[src/rtl/if_fetch_stage.sv]
// Instruction-fetch stage: owns the PC, talks to a variable-latency instruction
// memory and fills IF/ID. Define IF_MISALIGN_TRAP_EN to trap misaligned fetches.
module if_fetch_stage #(
    parameter logic [31:0] RESET_PC  = 32'h0000_0000,
    parameter logic [31:0] NOP_INSTR = 32'h0000_0013
) (
    input  logic        clk,
    input  logic        rst,
    input  logic [31:0] npc,
    input  logic        stall,
    input  logic        flush,
    output logic [31:0] pc_out,
    output logic        imem_req,
    output logic [31:0] imem_addr,
    input  logic        imem_ack,
    input  logic [31:0] imem_rdata,
    output logic [31:0] if_id_pc,
    output logic [31:0] if_id_instr,
    output logic        if_id_valid,
    output logic        if_id_exc
);

`ifdef IF_MISALIGN_TRAP_EN
    localparam logic TRAP_EN = 1'b1;
`else
    localparam logic TRAP_EN = 1'b0;
`endif

    typedef enum logic [1:0] {
        FETCH = 2'd0,
        HOLD  = 2'd1,
        DRAIN = 2'd2
`ifdef IF_MISALIGN_TRAP_EN
        ,
        TRAP  = 2'd3
`endif
    } state_t;

    typedef struct packed {
        logic [31:0] pc;
        logic [31:0] instr;
        logic        valid;
        logic        exc;
    } if_id_t;

    state_t      state_q, state_d;
    logic [31:0] pc_q, pc_d;
    logic [31:0] saved_q, saved_d;
    logic [31:0] skid_instr_q, skid_instr_d;
    logic [31:0] skid_pc_q, skid_pc_d;
    if_id_t      if_id_q, if_id_d;
    logic        imem_req_q, imem_req_d;
    if_id_t      bubble;

    // Misaligned PCs only matter when the trap feature is built in.
    function automatic logic fetch_blocked(input logic [31:0] pc);
        return TRAP_EN && (pc[1:0] != 2'b00);
    endfunction

    assign bubble = '{pc: pc_q, instr: NOP_INSTR, valid: 1'b0, exc: 1'b0};

    // NOTE: every _d gets a default from its _q first, so no path through the
    // case below can leave a signal unassigned and infer a latch.
    always_comb begin
        state_d      = state_q;
        pc_d         = pc_q;
        saved_d      = saved_q;
        skid_instr_d = skid_instr_q;
        skid_pc_d    = skid_pc_q;
        if_id_d      = if_id_q;

        case (state_q)
            FETCH: begin
`ifdef IF_MISALIGN_TRAP_EN
                if (fetch_blocked(pc_q)) begin
                    if (flush) begin
                        if_id_d = bubble;
                        pc_d    = npc;
                    end else if (!stall) begin
                        if_id_d = '{pc: pc_q, instr: NOP_INSTR, valid: 1'b1, exc: 1'b1};
                        state_d = TRAP;
                    end
                end else
`endif
                if (flush) begin
                    if_id_d = bubble;
                    if (imem_ack) begin
                        pc_d = npc;
                    end else begin
                        // The outstanding request must complete before redirecting.
                        saved_d = npc;
                        state_d = DRAIN;
                    end
                end else if (imem_ack) begin
                    if (stall) begin
                        skid_instr_d = imem_rdata;
                        skid_pc_d    = pc_q;
                        state_d      = HOLD;
                    end else begin
                        if_id_d = '{pc: pc_q, instr: imem_rdata, valid: 1'b1, exc: 1'b0};
                        pc_d    = npc;
                    end
                end else if (!stall) begin
                    if_id_d = bubble;
                end
            end

            HOLD: begin
                if (flush) begin
                    if_id_d = bubble;
                    pc_d    = npc;
                    state_d = FETCH;
                end else if (!stall) begin
                    if_id_d = '{pc: skid_pc_q, instr: skid_instr_q, valid: 1'b1, exc: 1'b0};
                    pc_d    = npc;
                    state_d = FETCH;
                end
            end

            DRAIN: begin
                if_id_d = bubble;
                if (flush) begin
                    saved_d = npc;
                end
                if (imem_ack) begin
                    pc_d    = flush ? npc : saved_q;
                    state_d = FETCH;
                end
            end

`ifdef IF_MISALIGN_TRAP_EN
            TRAP: begin
                if (flush) begin
                    if_id_d = bubble;
                    pc_d    = npc;
                    state_d = FETCH;
                end
            end
`endif

            default: begin
                state_d = FETCH;
            end
        endcase
    end

    // Request is registered: derived from the state and PC we are about to hold.
    always_comb begin
        imem_req_d = 1'b0;
        case (state_d)
            FETCH:   imem_req_d = !fetch_blocked(pc_d);
            DRAIN:   imem_req_d = 1'b1;
            default: imem_req_d = 1'b0;
        endcase
    end

    // NOTE: sequential state uses non-blocking assignments only, so every flop
    // samples the pre-edge value of the others regardless of statement order.
    always_ff @(posedge clk) begin
        if (rst) begin
            state_q      <= FETCH;
            pc_q         <= RESET_PC;
            saved_q      <= 32'h0;
            skid_instr_q <= 32'h0;
            skid_pc_q    <= 32'h0;
            if_id_q      <= '{pc: 32'h0, instr: NOP_INSTR, valid: 1'b0, exc: 1'b0};
            imem_req_q   <= !fetch_blocked(RESET_PC);
        end else begin
            state_q      <= state_d;
            pc_q         <= pc_d;
            saved_q      <= saved_d;
            skid_instr_q <= skid_instr_d;
            skid_pc_q    <= skid_pc_d;
            if_id_q      <= if_id_d;
            imem_req_q   <= imem_req_d;
        end
    end

    assign pc_out      = pc_q;
    assign imem_addr   = pc_q;
    assign imem_req    = imem_req_q;
    assign if_id_pc    = if_id_q.pc;
    assign if_id_instr = if_id_q.instr;
    assign if_id_valid = if_id_q.valid;
    assign if_id_exc   = TRAP_EN && if_id_q.exc;

endmodule

[config.mk]
export PLATFORM = sky130hd
export DESIGN_NAME = if_fetch_stage
export DESIGN_NICKNAME = d
export VERILOG_FILES = /design/src/rtl/if_fetch_stage.sv
export SDC_FILE = /design/constraint.sdc
export NUM_CORES = 1
export LEC_CHECK = 0
export BUFFER_PORTS_ARGS = -buffer_cell sky130_fd_sc_hd__buf_2
export CAP_MARGIN = 10
export CORE_MARGIN = 5
export CORE_UTILIZATION = 49
export CTS_CLUSTER_DIAMETER = 30
export DETAILED_ROUTE_END_ITERATION = 10
export PLACE_DENSITY = 0.77
export SLEW_MARGIN = 20
export SYNTH_ARGS = -nofsm -noshare
export SYNTH_HDL_FRONTEND = slang
export SYNTH_SLANG_ARGS = --single-unit
export TNS_END_PERCENT = 50
[constraint.sdc]
create_clock -name clk -period 1.9 [get_ports clk]
set_input_delay 0.19 -clock clk [delete_from_list [all_inputs] [get_ports clk]]
set_output_delay 0.19 -clock clk [all_outputs]
set_load 0.005 [all_outputs]
Word level (Yosys, flattened, before mapping)
Index checks and enable logic that the tools add are counted.

Equal/unequal tests: 9. Mux-type cells: 27. Bitwise gates (word level): 1. Reduce and logical (&&, ||, !) cells: 9.

Operators with widths (count): 66-bit two-way mux (6); 32-bit two-way mux (9); 66-bit case mux with 3 select lines (1); 32-bit case mux with 3 select lines (1); 32-bit case mux with 2 select lines (1); 2-bit two-way mux (7); 3-bit AND reduction (3); 2-bit inequality test (second input constant) (4); 3-bit inequality test (second input constant) (2); 2-bit case mux with 3 select lines (1); 2-bit equality test (second input constant) (2); 2-bit zero test (2); 4-bit AND reduction (1); 3-bit nonzero test (1); 2-bit by 1-bit equality test with 1-bit output (second input constant) (1); 2-bit nonzero test (1); 2-bit OR reduction (1); 1-bit two-way mux (1); 1-bit NOT (1).

Bits in registers: 196. Logic and storage cells: 55.

Longest topological paths before layout
Gate-level depths: netlist of the first run.

Word-level depth: 7. Depth in mapped cells: 9.

Worst setup path after synthesis of the first run
Ideal clock, no wire load.

Kind: flip-flop to flip-flop. From: reg state_q[1]. To: reg if_id_q, in the netlist if_id_pc[25]. Library setup time: 78 ps. Arrival: 1744 ps. Data required time: 1822 ps. Path slack: 78 ps. Cell stages (with the launch flop): 10. Buffers on the path: 3. Cells stage by stage: dfxtp_1 inv_2 ha_1 clkbuf_1 buf_2 buf_2 nand2_1 o21ai_0 a221oi_1 nor3_1.

Longest elaborated chain between the ends: 3.

Ends and longest elaborated chain: start, declared (line 46) `state_t state_q, state_d;`; start signal, assigned (line 169) `state_q <= state_d;`; 2-bit by 1-bit equality test with 1-bit output (tied with other cells) (line 72) `case (state_q)`; 3-bit inequality test (no line) / 3-bit nonzero test (equally long branches); 3-bit AND reduction (no line); end signal, assigned (line 166) `if_id_q <= '{pc: 32'h0, instr: NOP_INSTR, valid: 1'b0, exc: 1'b0};`; end signal, assigned (line 174) `if_id_q <= if_id_d;`; end, declared (line 51) `if_id_t if_id_q, if_id_d;`.

Several ways; a longest one is shown, not always the timed one. A chain may end at the register's enable or synchronous reset.

Final worst setup path of the first run
From: reg state_q[0]. To: reg saved_q[0].

Longest elaborated chain between the ends: 3.

Ends and longest elaborated chain: 2-bit equality test / 2-bit zero test (equally long branches) (line 72); 2-bit nonzero test (no line) / 2-bit inequality test (equally long branches); 3-bit AND reduction (no line); end signal, assigned (line 171) `saved_q <= saved_d;`; end, declared (line 48) `logic [31:0] saved_q, saved_d;`.

Several ways; a longest one is shown, not always the timed one.

==> results of run 1 <==
[where the power goes]
| part | switching, mW | internal (mW) | total [mW] |
|---|---|---|---|
| clock network | 1.58 | 2.11 | 3.69 |
| registers | 0.237 | 4.36 | 4.60 |
| logic | 0.851 | 0.663 | 1.51 |
[metrics by stage]
step,utilization [%],instance area (um2)
2_1_floorplan,-,8470
3_3_place_gp,55.4,9480
3_5_place_dp,55.4,9480
4_1_cts,59.3,10100
5_1_grt,60.2,10300
6_report,60.2,10300
[cells by family (layout without fill, tap and decap cells)]
| family | Yosys count | in the layout | synth area share, % |
|---|---|---|---|
| other | 1 | 1 | 0.0443 |
| adders and majority gates | 4 | 4 | 0.591 |
| buffers and inverters | 130 | 279 | 8.05 |
| AOI/OAI and AO/OA | 251 | 251 | 19.3 |
| and+or+nand+nor | 404 | 404 | 19.3 |
| muxes | 54 | 54 | 6.38 |
| DFF | 196 | 196 | 46.3 |
[worst max-delay path, stage by stage (launching register included)]
cell and delay, ns:
dfxtp_1 0.35, inv_1 0.09, ha_1 0.22, buf_4 0.16
nor2b_1 0.14, o21ai_2 0.10, buf_4 0.16, clkbuf_16 0.18
mux2i_1 0.20, nor2_1 0.05
[how the worst max path moves through the flow]
stage / cells after the start / start / end / slack (ns)
2_1_floorplan: 9 / state_q[1]$_SDFF_PP0_ / if_id_pc[25]$_SDFFE_PP0P_ / 0.08
3_3_place_gp: 5 / stall / if_id_instr[27]$_SDFFE_PP0P_ / -0.03
3_5_place_dp: 5 / stall / if_id_instr[9]$_SDFFE_PP0P_ / -0.08
4_1_cts: 4 / state_q[1]$_SDFF_PP0_ / if_id_instr[9]$_SDFFE_PP0P_ / 0.0003
5_1_grt: 8 / state_q[0]$_SDFF_PP0_ / imem_addr[0]$_SDFFE_PP0P_ / -0.04
6_report: 9 / state_q[0]$_SDFF_PP0_ / saved_q[0]$_SDFFE_PP0P_ / 0.1
[synthesized netlist by cell type (all sizes together)]
cell type / n
buf: 65
nand2: 227
a221oi: 32
dfxtp: 196
o2bb2ai: 1
a22o: 29
a21oi: 68
mux2i: 54
ha: 4
a211oi: 46
clkbuf: 62
or3: 1
nand3: 30
o221ai: 1
a211o: 3
inv: 3
o221a: 1
a22oi: 1
nor2: 102
nand2b: 3
conb: 1
nor4b: 3
nor3: 33
nor2b: 5
a21boi: 1
o21ai: 67
a21o: 1
[metal layers]
layer | GRT usage [%] | wire [um] | vias up
met5 | 0 | 0 | -
met1 | 29.9 | 10400 | 3636
met2 | 34.9 | 10800 | 271
li1 | - | - | 3825
met4 | 6.06 | 316 | 0
met3 | 3.84 | 1440 | 26
[cells in the final DEF (no fill, tap or decap), types with 2 or more instances in the layout]
master / Yosys / layout
a211o_1: 3 / 3
a211oi_1: 46 / 40
a211oi_2: 0 / 6
a21oi_1: 68 / 67
a221oi_1: 32 / 32
a22o_1: 29 / 29
buf_12: 0 / 7
buf_2: 23 / 197
buf_4: 38 / 28
buf_6: 3 / 2
bufinv_16: 0 / 3
clkbuf_1: 62 / 2
clkbuf_16: 0 / 20
clkinv_2: 0 / 2
clkinv_4: 0 / 2
clkinvlp_4: 0 / 2
dfxtp_1: 196 / 196
dlygate4sd3_1: 0 / 7
ha_1: 4 / 2
ha_4: 0 / 2
inv_1: 2 / 2
mux2i_1: 54 / 54
nand2_1: 227 / 226
nand2b_1: 3 / 2
nand3_1: 30 / 29
nor2_1: 102 / 100
nor2_4: 0 / 2
nor2b_1: 5 / 4
nor3_1: 33 / 33
nor4b_1: 3 / 3
o21ai_0: 65 / 65
[what timing repair did]
item,in CTS,in global routing
hold buffers,7,0
gates resized for setup,0,11
endpoints found under the setup margin,0,66
hold endpoints to repair,7,0
buffers inserted,0,2
[sequential cells by signal, indices dropped and copies added, names as in the netlist]
register,count
skid_instr_q,32
saved_q,32
if_id_pc,32
skid_pc_q,32
imem_req,1
state_q,2
imem_addr,32
if_id_instr,32
if_id_valid,1
[area by class of cell]
cell class	instances	area (um2)	share of cell area [%]
multi-input cells	714	3970	38.5
flip-flops and latches	196	3920	38.1
repair buffers	245	1520	14.7
clock buffers	20	447	4.33
well taps	225	282	2.73
clock inverters	11	153	1.48
inverters	3	11.3	0.109
==> results.sh, run 1 <==
export IMPL_diodes=0
export IMPL_yosysWarnings=0
export IMPL_status="complete, no violations"
export IMPL_drtIter0Drc=550
export IMPL_tritoncts="done"
export IMPL_drt_drc_violations_left=0
export IMPL_synthTopCellsByArea="dfxtp_1 (46%), nand2_1 (10%), mux2i_1 (6.4%)"
export IMPL_holdWs_ns=0.0101
export IMPL_worstHoldStart="imem_rdata[25]"
export IMPL_finalSetupViolations=0
export IMPL_vias_per_cell=5.49
export IMPL_regToRegSetupSlack_ns=0.1
export IMPL_ir_worst_vdd_v=0.000748
export IMPL_die_width_um=141
export IMPL_coreArea_mm2=0.0171
export IMPL_grt_setup_unrepaired="yes"
export IMPL_final_max_slew_viol_count=0
export IMPL_synth_top_area_share_pct=46.3
export IMPL_insertion_delay_ns=0.43
export IMPL_drive_gt1_share_pct=24.1
export IMPL_power_mw=9.80
export IMPL_power_density_mw_per_mm2=951
export IMPL_crit_arrival_ns=2.09
export IMPL_cts_buffers=17
export IMPL_fmax_ghz=0.555
export IMPL_syn2layout_area_growth_pct=21.7
export IMPL_final_instance_count_excl_fill=1414
export IMPL_slew_headroom_pct=48.6
export IMPL_syn_avg_cell_area_um2=8.14
export IMPL_synth_cells=1040
export IMPL_setup_tns_ns=0
export IMPL_tightest_slew_ns=0.772
export IMPL_grt_pass1_vias=7005
export IMPL_cap_violations=0
export IMPL_numClockSinks=196
export IMPL_crit_reg2reg_capture="saved_q[0]$_SDFFE_PP0P_"
export IMPL_yosys_register_bits=196
export IMPL_pin_count=200
export IMPL_yosysTopAreaCell="dfxtp_1"
export IMPL_nNetsFinal=1250
export IMPL_syn_num_nets=1113
export IMPL_cts_htree_levels=4
export IMPL_critical_path_class="flip-flop to flip-flop"
export IMPL_clock_path_buffers=2
export IMPL_wl_per_cell_um=16.2
export IMPL_synth_sequential_area_ratio_pct=46.3
export IMPL_vias=7758
export IMPL_worstSetupEndpointType="flip-flop"
export IMPL_final_setup_skew_ns=0.00811
export IMPL_drtPass1Iterations=8
export IMPL_routed_wl_mm=23.0
export IMPL_clk_pin_slew_ns=0.07
export IMPL_worstHoldEndpoint="skid_instr_q[25]$_SDFFE_PP0P_"
export IMPL_nFillCells=1502
export IMPL_syn_area_mm2=0.00847
export IMPL_grt_pass1_wl_mm=35.8
export IMPL_die_area_mm2=0.0200
export IMPL_die_h_um=141
export IMPL_holdPathStages=3
export IMPL_dp_hpwl_mm=14.5
export IMPL_worstPathMaxFanout=10
export IMPL_min_period_ns=1.80
export IMPL_post_place_ws_ns=-0.0778
export IMPL_worstPathRequired_ns=2.19
export IMPL_hold_viol_final=0
export IMPL_final_period_utilization_pct=94.9
export IMPL_grt_use_total_pct=21.6
export IMPL_synth_distinct_cells=32
export IMPL_hp_class="input port to flip-flop"
export IMPL_initial_core_util_pct=49.5
export IMPL_root_buffer="clkbuf_16"
export IMPL_gr_total_overflow=0
export IMPL_fp_row_count=48
export IMPL_reg2reg_from="state_q[0]$_SDFF_PP0_"
export IMPL_grt_max_degree=167
export IMPL_dp_cells=1370
export IMPL_fin_ws_ns=0.0971
export IMPL_postRouteAntennaNets=0
export IMPL_power_leakage_nw=4.54
export IMPL_antenna_found_initial=0
export IMPL_startpoint_type="flip-flop"
export IMPL_gp_congestion=0.781
export IMPL_portBuffers=198
export IMPL_reg2reg_depth=9
Power figures use the tool's default switching activity.
==> run 2, diff against run 1 <==
- clock period: 1.9 -> 1.49 ns (I/O delays scaled with it)
==> results.sh, run 2 (synthesis gave the netlist of run 1 again) <==
export IMPL_status="finished with violations"
export IMPL_violations="negative setup slack"
export IMPL_die_h_um=141
export IMPL_final_period_utilization_pct=108
export IMPL_final_setup_skew_ns=0.00943
export IMPL_grt_setup_unrepaired="yes"
export IMPL_holdWs_ns=0.105
export IMPL_tritoncts="done"
export IMPL_numClockSinks=196
export IMPL_reg2reg_depth=9
export IMPL_layout_commonest_cell="nand2_1"
export IMPL_grt_pass1_wl_mm=38.8
export IMPL_post_place_ws_ns=-0.378
export IMPL_p_int_mw=9.29
export IMPL_grt_max_degree=95
export IMPL_dp_cells=1383
export IMPL_cts_htree_levels=4
export IMPL_cap_violations=0
export IMPL_nNetsFinal=1328
export IMPL_vias=8255
export IMPL_final_instance_count_excl_fill=1494
export IMPL_slew_headroom_pct=31.1
export IMPL_switching_share_pct=28.2
export IMPL_finalSetupViolations=187
export IMPL_combPwrFrac_pct=18.8
export IMPL_fp_row_count=48
export IMPL_placed_area_mm2=0.00970
export IMPL_initial_core_util_pct=49.5
export IMPL_setup_worst_path_start="state_q[1]$_SDFF_PP0_"
export IMPL_postRouteAntennaNets=0
export IMPL_tightest_slew_ns=1.03
export IMPL_antenna_found_initial=0
export IMPL_hp_class="input port to flip-flop"
export IMPL_drive_gt1_share_pct=30.0
export IMPL_regToRegSetupSlack_ns=-0.12
export IMPL_routed_wl_mm=25.8
export IMPL_fmax_ghz=0.623
export IMPL_p_sw_mw=3.65
export IMPL_clock_path_buffers=2
export IMPL_portBuffers=198
export IMPL_die_area_mm2=0.0200
export IMPL_power_density_mw_per_mm2=1100
export IMPL_clk_pin_slew_ns=0.07
export IMPL_drtIter0Drc=529
export IMPL_insertion_delay_ns=0.43
export IMPL_worstPathRequired_ns=1.84
export IMPL_layout_common_cells="nand2_1 (225), buf_2 (197), dfxtp_1 (194)"
export IMPL_power_leakage_nw=5.08
export IMPL_worstPathMaxFanout=8
export IMPL_crit_reg2reg_capture="skid_pc_q[29]$_SDFFE_PP0P_"
export IMPL_grt_use_total_pct=23.6
export IMPL_min_period_ns=1.61
export IMPL_pin_count=200
export IMPL_coreArea_mm2=0.0171
export IMPL_drtPass1Iterations=6
export IMPL_gr_total_overflow=0
export IMPL_worstSetupEndpointType="flip-flop"
export IMPL_cts_buffers=17
export IMPL_die_width_um=141
export IMPL_wl_per_cell_um=17.3
export IMPL_hold_viol_final=0
export IMPL_syn2layout_area_growth_pct=38.3
export IMPL_critical_path_class="flip-flop to flip-flop"
export IMPL_endpoint="skid_pc_q[29]$_SDFFE_PP0P_"
export IMPL_p_seq_share_pct=45.4
export IMPL_reg2reg_from="state_q[1]$_SDFF_PP0_"
export IMPL_clkPwrFrac_pct=35.8
export IMPL_fin_area_mm2=0.0117
export IMPL_drt_drc_violations_left=0
export IMPL_vias_per_cell=5.53
export IMPL_dp_hpwl_mm=15.0
export IMPL_root_buffer="clkbuf_16"
export IMPL_grt_pass1_vias=7449
export IMPL_ir_worst_vdd_v=0.000805
export IMPL_gp_congestion=0.754
export IMPL_crit_arrival_ns=1.95
export IMPL_fin_ws_ns=-0.116
export IMPL_final_max_slew_viol_count=0
export IMPL_startpoint_type="flip-flop"
-- run 2: changes by cell type in the layout (fill, tap and decap cells not counted), moves of 10 or more --
| cell | change |
|---|---|
| buf_12 | +10 |
| o21ai_0 | -32 |
| o21ai_1 | +28 |
| a21oi_2 | +14 |
| a221oi_1 | -32 |
| a21oi_1 | -14 |
| dlygate4sd3_1 | +46 |
| a221oi_2 | +29 |
-- run 2: how the worst min path moves through the flow --
stage                       start                           end  slack, ns  cells after the start
floorplan           imem_rdata[0]  skid_instr_q[0]$_SDFFE_PP0P_       0.28                      2
global placement          npc[14]      saved_q[14]$_SDFFE_PP0P_       0.40                      3
detailed placement        npc[14]      saved_q[14]$_SDFFE_PP0P_       0.41                      3
CTS                       npc[17]    imem_addr[17]$_SDFFE_PP0P_       0.09                      3
global route              npc[17]    imem_addr[17]$_SDFFE_PP0P_       0.10                      3
finish                    npc[26]    imem_addr[26]$_SDFFE_PP0P_       0.11                      3
-- run 2: per-layer routing --
layer / vias to the layer above / routed length, um / track usage, %
li1: 4011 / - / -
met2: 304 / 12700 / 40.4
met4: 0 / 555 / 6.46
met5: - / 0 / 0
met1: 3891 / 10800 / 30.3
met3: 49 / 1770 / 5.06
-- run 2: repair_timing --
| action | CTS | global route |
|---|---|---|
| resized for setup | 62 | 54 |
| pin swaps | 32 | 19 |
| gates cloned | 3 | 10 |
| setup endpoints to repair | 131 | 196 |
| endpoints found under the hold margin | 53 | 0 |
| hold buffers | 53 | 0 |
| buffers inserted | 8 | 5 |
-- run 2: critical path, stage by stage (launching register included) --
cell and delay, ns:
dfxtp_4 0.37, inv_4 0.07, ha_4 0.16, buf_4 0.14
nand2_2 0.07, nor2_4 0.18, buf_12 0.16, clkbuf_16 0.16
nand2_1 0.06, a21oi_1 0.14
-- run 2: per-stage QoR --
stage | utilization [%] | TNS (ns) | total power [mW]
global placement | 56.7 | -21.63 | 7.82
global route | 68.4 | -26.96 | 13.5
finish | 68.4 | -10.20 | 12.9
floorplan | - | -3.12 | 7.18
CTS | 65.8 | -4.93 | 12.8
detailed placement | 56.7 | -25.58 | 7.87
-- run 2: cell type report --
class	count	area, um2
Fill cell	1329	5400
Multi-Input combinational cell	714	4340
Sequential cell	196	3930
Timing Repair Buffer	323	2560
Clock buffer	19	443
Tap cell	225	282
Clock inverter	13	148
Inverter	3	16.3
Antenna cell	1	2.50
-- run 2: power groups by stage --
stage	registers [mW]	logic, mW	clock network, mW
after floorplan	5.91	1.27	0
after global placement	5.95	1.88	0
after detailed placement	5.96	1.91	0
after CTS	5.86	2.24	4.69
after global routing	5.91	2.64	4.96
final	5.87	2.43	4.63
